`src/rtl/uart_dbg_bridge_pkg.sv`:
```
// Shared constants, state encodings and sizing helper for the UART debug bridge.
package dbg_bridge_pkg;

    localparam logic [7:0] CMD_WRITE  = 8'hA5;
    localparam logic [7:0] CMD_SAMPLE = 8'hC3;
    localparam logic [7:0] RSP_HDR    = 8'h5A;
    localparam logic [7:0] RSP_NAK    = 8'hEE;

    typedef enum logic [2:0] {
        ST_IDLE,
        ST_RX_DATA,
        ST_SETTLE,
        ST_CAPTURE,
        ST_TX_HDR,
        ST_TX_DATA,
        ST_TX_WAIT
    } state_t;

    typedef enum logic [2:0] {
        TX_S_IDLE,
        TX_S_SEND,
        TX_S_START,
        TX_S_GAP,
        TX_S_WAIT
    } tx_state_t;

    function automatic int ceil_div8(input int w);
        return (w + 7) / 8;
    endfunction

endpackage

```
`src/rtl/uart_dbg_bridge_if.sv`:
```
// Byte-level link between the uart core and the debug bridge.
interface uart_dbg_bridge_if;
    logic       rx_valid;
    logic [7:0] rx_data;
    logic       rx_error;
    logic       tx_start;
    logic [7:0] tx_data;
    logic       tx_busy;

    // uart core side
    modport master (output rx_valid, rx_data, rx_error, tx_busy,
                    input  tx_start, tx_data);
    // bridge side
    modport slave  (input  rx_valid, rx_data, rx_error, tx_busy,
                    output tx_start, tx_data);
endinterface

```
`src/rtl/uart_dbg_bridge_tx_seq.sv`:
```
// Byte serialiser: issues len_i bytes to the uart with the tx_start/tx_busy handshake.
//   state      | meaning
//   TX_S_IDLE  | waiting for start_i
//   TX_S_SEND  | waiting for tx_busy low, then latches byte_i and requests it
//   TX_S_START | tx_start high for this single cycle
//   TX_S_GAP   | one cycle for the uart to raise tx_busy
//   TX_S_WAIT  | byte in flight; done_o when the last one completes
module dbg_tx_seq
    import dbg_bridge_pkg::*;
(
    input  logic       clk,
    input  logic       rst_n,
    input  logic       start_i,
    input  logic [7:0] len_i,
    input  logic [7:0] byte_i,
    input  logic       tx_busy_i,
    output logic       tx_start_o,
    output logic [7:0] tx_data_o,
    output logic       shift_o,
    output logic       last_o,
    output logic       done_o
);

    tx_state_t  st_q, st_d;
    logic [7:0] cnt_q, cnt_d;
    logic [7:0] tx_data_q, tx_data_d;
    logic       tx_start_q, tx_start_d;

    always_ff @(posedge clk or negedge rst_n) begin
        if (!rst_n) begin
            st_q       <= TX_S_IDLE;
            cnt_q      <= '0;
            tx_data_q  <= '0;
            tx_start_q <= 1'b0;
        end else begin
            st_q       <= st_d;
            cnt_q      <= cnt_d;
            tx_data_q  <= tx_data_d;
            tx_start_q <= tx_start_d;
        end
    end

    always_comb begin
        st_d       = st_q;
        cnt_d      = cnt_q;
        tx_data_d  = tx_data_q;
        tx_start_d = 1'b0;
        shift_o    = 1'b0;
        done_o     = 1'b0;
        case (st_q)
            TX_S_IDLE: if (start_i && len_i != 8'd0) begin
                cnt_d = len_i;
                st_d  = TX_S_SEND;
            end
            TX_S_SEND: if (!tx_busy_i) begin
                tx_start_d = 1'b1;
                tx_data_d  = byte_i;
                shift_o    = 1'b1;
                cnt_d      = cnt_q - 8'd1;
                st_d       = TX_S_START;
            end
            TX_S_START: st_d = TX_S_GAP;
            TX_S_GAP:   st_d = TX_S_WAIT;
            TX_S_WAIT: if (!tx_busy_i) begin
                if (cnt_q == 8'd0) begin
                    done_o = 1'b1;
                    st_d   = TX_S_IDLE;
                end else begin
                    st_d = TX_S_SEND;
                end
            end
            default: st_d = TX_S_IDLE;
        endcase
    end

    assign last_o     = (cnt_q == 8'd1);
    assign tx_start_o = tx_start_q;
    assign tx_data_o  = tx_data_q;

endmodule

```
`src/rtl/uart_dbg_bridge.sv`:
```
// Framed UART-to-DUT debug bridge: WRITE drives dut_in, SAMPLE/WRITE reply with dut_out.
// Define DBG_BRIDGE_CSUM_EN to require a trailing XOR byte on WRITE and append one to replies.
//   state      | meaning
//   ST_IDLE    | waiting for a command byte
//   ST_RX_DATA | collecting WRITE payload, inter-byte timeout running
//   ST_SETTLE  | letting the DUT settle after dut_in is applied
//   ST_CAPTURE | latching dut_out into the response buffer
//   ST_TX_HDR  | header (or NAK) byte being issued
//   ST_TX_DATA | response data bytes being issued
//   ST_TX_WAIT | final byte in flight
module uart_dbg_bridge
    import dbg_bridge_pkg::*;
#(
    parameter int IN_WIDTH      = 8,
    parameter int OUT_WIDTH     = 5,
    parameter int SETTLE_CYCLES = 4,
    parameter int RX_TIMEOUT    = 120000
) (
    input  logic                 iCE_CLK,
    input  logic                 rst_n,
    uart_dbg_bridge_if.slave     uart,
    output logic [IN_WIDTH-1:0]  dut_in,
    input  logic [OUT_WIDTH-1:0] dut_out,
    output logic                 busy,
    output logic [7:0]           err_cnt
);

    localparam int IN_BYTES  = ceil_div8(IN_WIDTH);
    localparam int OUT_BYTES = ceil_div8(OUT_WIDTH);
`ifdef DBG_BRIDGE_CSUM_EN
    localparam int CSUM_BYTES = 1;
`else
    localparam int CSUM_BYTES = 0;
`endif
    localparam int STW       = IN_BYTES * 8;
    localparam int RSP_BYTES = OUT_BYTES + 1 + CSUM_BYTES;
    localparam int RSW       = RSP_BYTES * 8;
    localparam int GAP_W     = $clog2(RX_TIMEOUT + 1);
    localparam int SET_W     = $clog2(SETTLE_CYCLES + 1);
    localparam logic [3:0]       IN_BYTES4  = 4'(IN_BYTES);
    localparam logic [3:0]       RX_LAST    = 4'(IN_BYTES - 1 + CSUM_BYTES);
    localparam logic [GAP_W-1:0] GAP_RELOAD = GAP_W'(RX_TIMEOUT - 1);
    localparam logic [SET_W-1:0] SET_RELOAD = SET_W'(SETTLE_CYCLES - 1);

    state_t              state_q, state_d;
    logic [STW-1:0]      stage_q, stage_d;
    logic [3:0]          idx_q, idx_d;
    logic [GAP_W-1:0]    gap_q, gap_d;
    logic [SET_W-1:0]    settle_q, settle_d;
    logic [IN_WIDTH-1:0] dut_in_q, dut_in_d;
    logic [RSW-1:0]      rsp_q, rsp_d, rsp_load;
    logic [7:0]          err_q, err_d;
    logic                err_inc, csum_ok;
    logic                seq_start, seq_shift, seq_last, seq_done;
    logic [7:0]          seq_len;

`ifdef DBG_BRIDGE_CSUM_EN
    logic [7:0] csum_q;

    always_ff @(posedge iCE_CLK or negedge rst_n) begin
        if (!rst_n)
            csum_q <= '0;
        else if (uart.rx_valid && !uart.rx_error)
            csum_q <= (state_q == ST_IDLE) ? CMD_WRITE : (csum_q ^ uart.rx_data);
    end

    assign csum_ok = ((csum_q ^ uart.rx_data) == 8'h00);
`else
    assign csum_ok = 1'b1;
`endif

    // Response image, LSB byte first: header, zero-padded sample, optional XOR.
    always_comb begin
        rsp_load                  = '0;
        rsp_load[7:0]             = RSP_HDR;
        rsp_load[8 +: OUT_WIDTH]  = dut_out;
`ifdef DBG_BRIDGE_CSUM_EN
        rsp_load[RSW-8 +: 8] = RSP_HDR;
        for (int i = 0; i < OUT_BYTES; i++)
            rsp_load[RSW-8 +: 8] = rsp_load[RSW-8 +: 8] ^ rsp_load[8 + 8*i +: 8];
`endif
    end

    always_ff @(posedge iCE_CLK or negedge rst_n) begin
        if (!rst_n) begin
            state_q  <= ST_IDLE;
            stage_q  <= '0;
            idx_q    <= '0;
            gap_q    <= '0;
            settle_q <= '0;
            dut_in_q <= '0;
            rsp_q    <= '0;
            err_q    <= '0;
        end else begin
            state_q  <= state_d;
            stage_q  <= stage_d;
            idx_q    <= idx_d;
            gap_q    <= gap_d;
            settle_q <= settle_d;
            dut_in_q <= dut_in_d;
            rsp_q    <= rsp_d;
            err_q    <= err_d;
        end
    end

    always_comb begin
        state_d   = state_q;
        stage_d   = stage_q;
        idx_d     = idx_q;
        gap_d     = gap_q;
        settle_d  = settle_q;
        dut_in_d  = dut_in_q;
        rsp_d     = rsp_q;
        err_inc   = 1'b0;
        seq_start = 1'b0;
        seq_len   = 8'(RSP_BYTES);
        case (state_q)
            ST_IDLE: begin
                if (uart.rx_error) begin
                    err_inc = 1'b1;
                end else if (uart.rx_valid) begin
                    if (uart.rx_data == CMD_WRITE) begin
                        state_d = ST_RX_DATA;
                        idx_d   = '0;
                        gap_d   = GAP_RELOAD;
                    end else if (uart.rx_data == CMD_SAMPLE) begin
                        state_d  = ST_SETTLE;
                        settle_d = SET_RELOAD;
                    end else begin
                        err_inc = 1'b1;
                    end
                end
            end
            ST_RX_DATA: begin
                if (uart.rx_error) begin
                    err_inc = 1'b1;
                    state_d = ST_IDLE;
                end else if (uart.rx_valid) begin
                    gap_d = GAP_RELOAD;
                    if (idx_q < IN_BYTES4)
                        stage_d = STW'({uart.rx_data, stage_q} >> 8);
                    if (idx_q == RX_LAST) begin
                        if (csum_ok) begin
                            dut_in_d = stage_d[IN_WIDTH-1:0];
                            settle_d = SET_RELOAD;
                            state_d  = ST_SETTLE;
                        end else begin
                            err_inc     = 1'b1;
                            rsp_d       = '0;
                            rsp_d[7:0]  = RSP_NAK;
                            seq_start   = 1'b1;
                            seq_len     = 8'd1;
                            state_d     = ST_TX_HDR;
                        end
                    end else begin
                        idx_d = idx_q + 4'd1;
                    end
                end else if (gap_q == '0) begin
                    err_inc = 1'b1;
                    state_d = ST_IDLE;
                end else begin
                    gap_d = gap_q - GAP_W'(1);
                end
            end
            ST_SETTLE: begin
                if (settle_q == '0) state_d = ST_CAPTURE;
                else                settle_d = settle_q - SET_W'(1);
            end
            ST_CAPTURE: begin
                rsp_d     = rsp_load;
                seq_start = 1'b1;
                state_d   = ST_TX_HDR;
            end
            ST_TX_HDR:  if (seq_shift) state_d = seq_last ? ST_TX_WAIT : ST_TX_DATA;
            ST_TX_DATA: if (seq_shift && seq_last) state_d = ST_TX_WAIT;
            ST_TX_WAIT: if (seq_done) state_d = ST_IDLE;
            default:    state_d = ST_IDLE;
        endcase
        // Anything arriving outside IDLE/RX_DATA is dropped, never queued.
        if (state_q != ST_IDLE && state_q != ST_RX_DATA && (uart.rx_valid || uart.rx_error))
            err_inc = 1'b1;
        if (seq_shift)
            rsp_d = rsp_q >> 8;
        err_d = (err_inc && err_q != 8'hFF) ? err_q + 8'd1 : err_q;
    end

    logic       seq_tx_start;
    logic [7:0] seq_tx_data;

    dbg_tx_seq u_tx_seq (
        .clk        (iCE_CLK),
        .rst_n      (rst_n),
        .start_i    (seq_start),
        .len_i      (seq_len),
        .byte_i     (rsp_q[7:0]),
        .tx_busy_i  (uart.tx_busy),
        .tx_start_o (seq_tx_start),
        .tx_data_o  (seq_tx_data),
        .shift_o    (seq_shift),
        .last_o     (seq_last),
        .done_o     (seq_done)
    );

    assign uart.tx_start = seq_tx_start;
    assign uart.tx_data  = seq_tx_data;
    assign dut_in        = dut_in_q;
    assign busy          = (state_q != ST_IDLE);
    assign err_cnt       = err_q;

endmodule

```
`src/flat_wrapper.sv`:
```
// flat-port wrapper written by rule: the top's interface ports become plain ports
module uart_dbg_bridge_flat import dbg_bridge_pkg::*;
#(
    parameter int IN_WIDTH      = 8,
    parameter int OUT_WIDTH     = 5,
    parameter int SETTLE_CYCLES = 4,
    parameter int RX_TIMEOUT    = 120000
)
  (iCE_CLK, rst_n, dut_in, dut_out, busy, err_cnt, uart_rx_valid, uart_rx_data, uart_rx_error, uart_tx_busy, uart_tx_start, uart_tx_data);
  uart_dbg_bridge_if uart_i ();
  input  logic iCE_CLK;
  input  logic rst_n;
  output logic [IN_WIDTH-1:0] dut_in;
  input  logic [OUT_WIDTH-1:0] dut_out;
  output logic busy;
  output logic [7:0] err_cnt;
  input wire logic [$bits(uart_i.rx_valid)-1:0] uart_rx_valid;
  input wire logic [$bits(uart_i.rx_data)-1:0] uart_rx_data;
  input wire logic [$bits(uart_i.rx_error)-1:0] uart_rx_error;
  input wire logic [$bits(uart_i.tx_busy)-1:0] uart_tx_busy;
  output wire logic [$bits(uart_i.tx_start)-1:0] uart_tx_start;
  output wire logic [$bits(uart_i.tx_data)-1:0] uart_tx_data;
  assign uart_i.rx_valid = uart_rx_valid;
  assign uart_i.rx_data = uart_rx_data;
  assign uart_i.rx_error = uart_rx_error;
  assign uart_i.tx_busy = uart_tx_busy;
  assign uart_tx_start = uart_i.tx_start;
  assign uart_tx_data = uart_i.tx_data;
  uart_dbg_bridge #(.IN_WIDTH(IN_WIDTH), .OUT_WIDTH(OUT_WIDTH), .SETTLE_CYCLES(SETTLE_CYCLES), .RX_TIMEOUT(RX_TIMEOUT)) u_core (.iCE_CLK(iCE_CLK), .rst_n(rst_n), .uart(uart_i), .dut_in(dut_in), .dut_out(dut_out), .busy(busy), .err_cnt(err_cnt));
endmodule
```
`config.mk`:
```
export PLATFORM = sky130hd
export DESIGN_NAME = uart_dbg_bridge_flat
export DESIGN_NICKNAME = d
export VERILOG_FILES = /design/src/rtl/uart_dbg_bridge_pkg.sv /design/src/rtl/uart_dbg_bridge_if.sv /design/src/rtl/uart_dbg_bridge_tx_seq.sv /design/src/rtl/uart_dbg_bridge.sv /design/src/flat_wrapper.sv
export SDC_FILE = /design/constraint.sdc
export NUM_CORES = 1
export LEC_CHECK = 0
export ABC_CLOCK_PERIOD_IN_PS = 2830
export BUFFER_PORTS_ARGS = -buffer_cell sky130_fd_sc_hd__buf_2
export CAP_MARGIN = 5
export CORE_MARGIN = 10
export CORE_UTILIZATION = 55
export CTS_BUF_LIST = sky130_fd_sc_hd__clkbuf_4
export DETAILED_ROUTE_END_ITERATION = 16
export PLACE_DENSITY = 0.75
export SYNTH_ARGS = -nofsm -noshare
export SYNTH_HDL_FRONTEND = slang
export SYNTH_SLANG_ARGS = --single-unit
```
`constraint.sdc`:
```
create_clock -name iCE_CLK -period 2.83 [get_ports iCE_CLK]
set_input_delay 0.566 -clock iCE_CLK [delete_from_list [all_inputs] [get_ports iCE_CLK]]
set_output_delay 0.566 -clock iCE_CLK [all_outputs]
set_load 0.01 [all_outputs]
```
; Word-level counts from Yosys, hierarchy flattened
; Cells that the tools add are included.
[totals]
register_bits = 87
elab_cells = 144
out_inout_bits = 26
[op_classes]
addsub = 5
magnitude_cmp = 1
n_reduce_logical = 25
bitwise_logic = 2
n_mux = 63
eq_ne = 36
[op_table]
columns = operator, count
row1 = $mux 17, 6
row2 = $mux 3, 23
row3 = $pmux 17 s2, 1
row4 = $mux 16, 2
row5 = $mux 4, 6
row6 = $mux 8, 3
row7 = $pmux 3 s7, 1
row8 = $ne 2x2->1 const B, 10
row9 = $reduce_and 9->1, 2
row10 = $logic_not 17->1, 1
row11 = $sub 17x1->17 const B, 1
row12 = $eq 8x8->1 const B, 2
row13 = $pmux 8 s2, 1
row14 = $mux 1, 15
row15 = $pmux 3 s5, 1
row16 = $ne 2x1->1 const B, 7
row17 = $eq 3x2->1 const B, 4
row18 = $eq 3x3->1 const B, 4
row19 = $logic_not 3->1, 3
row20 = $pmux 3 s3, 1
row21 = $reduce_and 3->1, 3
row22 = $add 8x1->8 const B, 1
row23 = $eq 8x1->1 const B, 1
row24 = $logic_not 8->1, 1
row25 = other kinds (22), 32

; Depth between registers and ports, before layout
[logic_depth]
depth_word = 8
depth_mapped = 8
depth_no_buf = 8

; Modules after synthesis
; From an unflattened synthesis, not the netlist that was laid out.
[unflattened]
hier_cells = 438
area_unflattened_um2 = 4312.9
[modules_own_cells]
columns = module, instances, area_per_inst_um2, cells_each
row1 = uart_dbg_bridge, 1, 3181.8, 338
row2 = dbg_tx_seq, 1, 1131.1, 100

; Least setup slack after synthesis
; Ideal clock, no wire load.
[synth_path]
path_kind = reg-to-reg
from = reg u_core.gap_q[0]
to = reg u_core.err_q[1], in the netlist u_core.err_cnt[1]
t_arrival_ns = 2.222
required_time_ns = 2.702
slack_ns = 0.480
synth_period_minus_slack_ns = 2.350
path_stages_with_launch = 8
cell_sequence = dfrtp_1 > inv_1 > ha_1 > or3b_1 > nor4_4 > a32oi_4 > a21oi_1 > mux2_1
[synth_via]
elab_chain_cells = 7
[synth_rtl]
columns = item, line_no
row1 = start: declaration, uart_dbg_bridge.sv:48  ; logic [GAP_W-1:0] gap_q, gap_d;
row2 = start signal: assignment, uart_dbg_bridge.sv:98  ; gap_q <= gap_d;
row3 = $logic_not 17->1, uart_dbg_bridge.sv:158  ; end else if (gap_q == '0) begin
row4 = $mux 1, uart_dbg_bridge.sv:158
row5 = $mux 1, uart_dbg_bridge.sv:138  ; end else if (uart.rx_valid) begin
row6 = $mux 1, uart_dbg_bridge.sv:135  ; if (uart.rx_error) begin
row7 = $pmux 1 s2, uart_dbg_bridge.sv:117  ; case (state_q)
row8 = $mux 1, uart_dbg_bridge.sv:180  ; if (state_q != ST_IDLE && state_q != ST_RX_DATA && (uart.rx_valid || uart.rx_error))
row9 = $logic_and 1x1->1, uart_dbg_bridge.sv:184  ; err_d = (err_inc && err_q != 8'hFF) ? err_q + 8'd1 : err_q;
row10 = end signal: assignment, uart_dbg_bridge.sv:102  ; err_q <= err_d;
row11 = end: declaration, uart_dbg_bridge.sv:52  ; logic [7:0] err_q, err_d;
; Every way passes these cells.
; A chain may end at the register's enable or synchronous reset.

; Worst setup path in the final report
; Ends and elaborated chain as after synthesis.

==> results.py <==
metrics = {
    "yosys": {
        "ys_seq_area_frac": 0.491,
        "synth_edf_count": 0,
        "ys_seq_elements": 80,
        "yosys_warnings": 0,
        "synth_area_leader_cell": "dfrtp_1",
        "syn_area_per_cell_sq_um": 10.0,
        "synth_top_cell_area_share": 0.491,
        "synth_cells": 406,
        "synth_area_sq_um": 4080,
        "synth_area_leaders": "dfrtp_1 49%, nand2_1 5.5%, ha_1 2.8%, nor2_1 2.7%, mux2_2 2.5%",
        "synth_common_cells": "80 x dfrtp_1, 60 x nand2_1, 29 x nor2_1",
        "ys.flop_type": "dfrtp_1",
        "synth_most_common_cell": "dfrtp_1",
        "ys_types": 65,
        "async_flop_share": 1.00,
    },
    "grt": {
        "grtUsageMet3": 0.0501,
        "groute.usage.overall": 0.155,
        "grt_use_met1": 0.193,
        "grt_pass1_wl_microns": 14500,
        "use_met2": 0.251,
        "busiest_layer": "met2",
        "grt_max_degree": 81,
        "antenna_found_initial": 0,
        "grt.overflow.total": 0,
        "grt_pass1_vias": 3066,
    },
    "detailed_routing": {
        "wl_per_cell_microns": 14.9,
        "firstDrtPassIters": 4,
        "ant_nets": 0,
        "vias": 3132,
        "drc": 0,
        "routed_wl_microns": 8280,
        "viasPerCell": 5.62,
        "dr.first_iter.drc_count": 162,
    },
    "placement": {
        "port-buffer-count": 41,
        "dp_hpwl_microns": 5870,
        "dpl_cell_area_sq_um": 4430,
        "gp_congestion": 0.864,
    },
    "floorplan": {
        "start_util": 0.565,
        "die_w_microns": 106,
        "die_h_microns": 106,
        "core_sq_um": 7210,
        "rows": 31,
        "die_area_sq_um": 11300,
        "io_pins": 44,
    },
    "cts": {
        "cts_buffers": 9,
        "clk_latency_ns": 0.43,
        "cts_setup_buffers": 0,
        "cts_tree": "built",
        "cts_sinks": 80,
        "cts_htree_levels": 3,
        "cts_resized": 0,
        "hold_buffers": 0,
        "path_clk_slew_ns": 0.12,
        "root_buffer": "clkbuf_4",
        "cts.path.max_buffers": 2,
    },
    "sta": {
        "setup_viol": 0,
        "finalHoldViolations": 0,
        "worstMarginPinSlew_ns": 0.776,
        "slew_headroom": 0.482,
        "skew_ns": 0.0189,
        "fin_hold_ws_ns": 0.134,
        "fin_crit_ns": 2.61,
        "max_freq_ghz": 0.383,
        "rsz0062_at_grt": "no",
        "fin_tns_setup_ns": 0,
        "slew_violations": 0,
        "min_period_over_period": 0.923,
    },
    "cells_and_area": {
        "diodes": 0,
        "drive_gt1_frac": 0.201,
        "fin_nets": 481,
        "regArea_sq_um": 2000,
        "design_area_sq_um": 4570,
        "syn_to_final_growth_pct": 12.1,
        "multi_input_area_sq_um": 1940,
        "fillerInstances": 617,
    },
    "status": {
        "outcome": "complete, no violations",
    },
    "setup_path": {
        "arrival_ns": 2.93,
        "required_ns": 3.15,
        "worst-path-max-fanout": 7,
        "start_kind": "flop",
        "rr_worst_depth": 7,
        "crit_type": "reg -> reg",
        "end_kind": "flop",
    },
    "run": {
        "max-cap-violations": 0,
    },
    "power_and_ir_drop": {
        "power_frac_comb": 0.386,
        "cell_internal_pwr_w": 0.00258,
        "static-leakage-power_nw": 2.08,
        "p_seq_frac": 0.461,
        "switching_share": 0.395,
        "clockPowerShare": 0.153,
        "cellPowerDensity_nw_per_um2": 936,
        "ir_drop_mv": 0.638,
        "switching_power_w": 0.00169,
    },
    "hold_path": {
        "hold_class": "in -> async",
    },
}
==> cell usage in the layout, fill, tap and decap left out, types with 3 or more instances in the layout <==
cell type and n:
and4_1 5, inv_1 18, xnor2_1 4, buf_4 11, or4_1 5, a21oi_1 13, or4b_1 3, nand3_1 13
dfrtp_1 80, a22o_1 4, or3_1 5, mux2i_1 10, clkbuf_4 11, nor3_1 9, xor2_1 9, or2_2 3
o31ai_1 3, o21ai_0 3, nor2_1 29, a211oi_1 8, mux2_2 9, ha_1 9, a31oi_1 6, nand4_1 5
buf_2 40, nand2_1 60, o21ai_1 19, o22a_1 3, and3_1 4, nor4_1 6
==> registers in the layout, summed over array words and instances, names as in the netlist <==
name	cells
u_core.u_tx_seq.st_q	3
u_core.u_tx_seq.tx_data_o	6
u_core.err_cnt	8
u_core.state_q	3
u_core.gap_q	17
u_core.dut_in	8
u_core.rsp_q	11
u_core.stage_q	8
u_core.settle_q	3
u_core.idx_q	4
u_core.u_tx_seq.cnt_q	8
u_core.u_tx_seq.tx_start_o	1
==> routing by layer <==
layer | part of all wire | vias up
met5 | 0 | -
li1 | - | 1573
met1 | 0.46 | 1496
met4 | 0.0058 | 0
met3 | 0.046 | 4
met2 | 0.49 | 59
==> cell families (layout without fill, tap and decap cells) <==
group,count (synthesis),after routing,synth area share
buffers and inverters,35,86,0.0353
other,1,2,0.000920
multiplexers,21,21,0.0550
adder cells (fa/ha/maj),9,9,0.0276
AO/OA/AOI/OAI,81,81,0.147
flip-flops,80,80,0.491
XOR/XNOR,13,13,0.0279
AND/OR/NAND/NOR,166,166,0.215
==> power by group through the flow <==
stage	sequential (W)	combinational [W]	clock, W
finish	0.00197	0.00165	0.000656
global placement	0.00197	0.00159	0
floorplan	0.00193	0.00117	0
global route	0.00205	0.00187	0.000719
detailed placement	0.00199	0.00165	0
CTS	0.00196	0.00166	0.000679
==> worst max-delay path, stage by stage, from the launching register on <==
cell and delay (ns):
dfrtp_1 0.45, inv_1 0.08, ha_1 0.27, or3b_1 0.44, nor4_4 0.50, a32oi_4 0.16, a21oi_1 0.27, mux2_1 0.34
==> stage by stage <==
stage          power, W  setup WS, ns   util  std cells
6_report        0.00427         0.218  0.633        557
5_1_grt         0.00464        0.0280  0.633        557
4_1_cts         0.00431         0.135  0.632        557
3_5_place_dp    0.00364        0.0792  0.614        542
3_3_place_gp    0.00356         0.165  0.614        542
2_1_floorplan   0.00310         0.480      -        407
==> final timing paths <==
kind,startpoint,endpoint,slack (ns)
setup reg to reg,u_core.gap_q[0],u_core.err_cnt[1],0.22
setup / recovery,u_core.gap_q[0],u_core.err_cnt[1],0.22
hold reg to reg,u_core.u_tx_seq.tx_data_o[6],u_core.u_tx_seq.tx_data_o[6],0.48
hold / removal,rst_n,u_core.dut_in[2],0.13
min in group iCE_CLK,dut_out[1],u_core.rsp_q[9],0.37
max in group asynchronous,rst_n,u_core.u_tx_seq.tx_data_o[3],2.35
==> layout make-up <==
| class | instances | share of cell area |
|---|---|---|
| Sequential cell | 80 | 0.438 |
| Multi-Input combinational cell | 292 | 0.424 |
| Timing Repair Buffer | 52 | 0.0663 |
| Tap cell | 99 | 0.0271 |
| Clock buffer | 11 | 0.0181 |
| Inverter | 19 | 0.0156 |
| Clock inverter | 4 | 0.0101 |
Power figures use the tool's default switching activity.
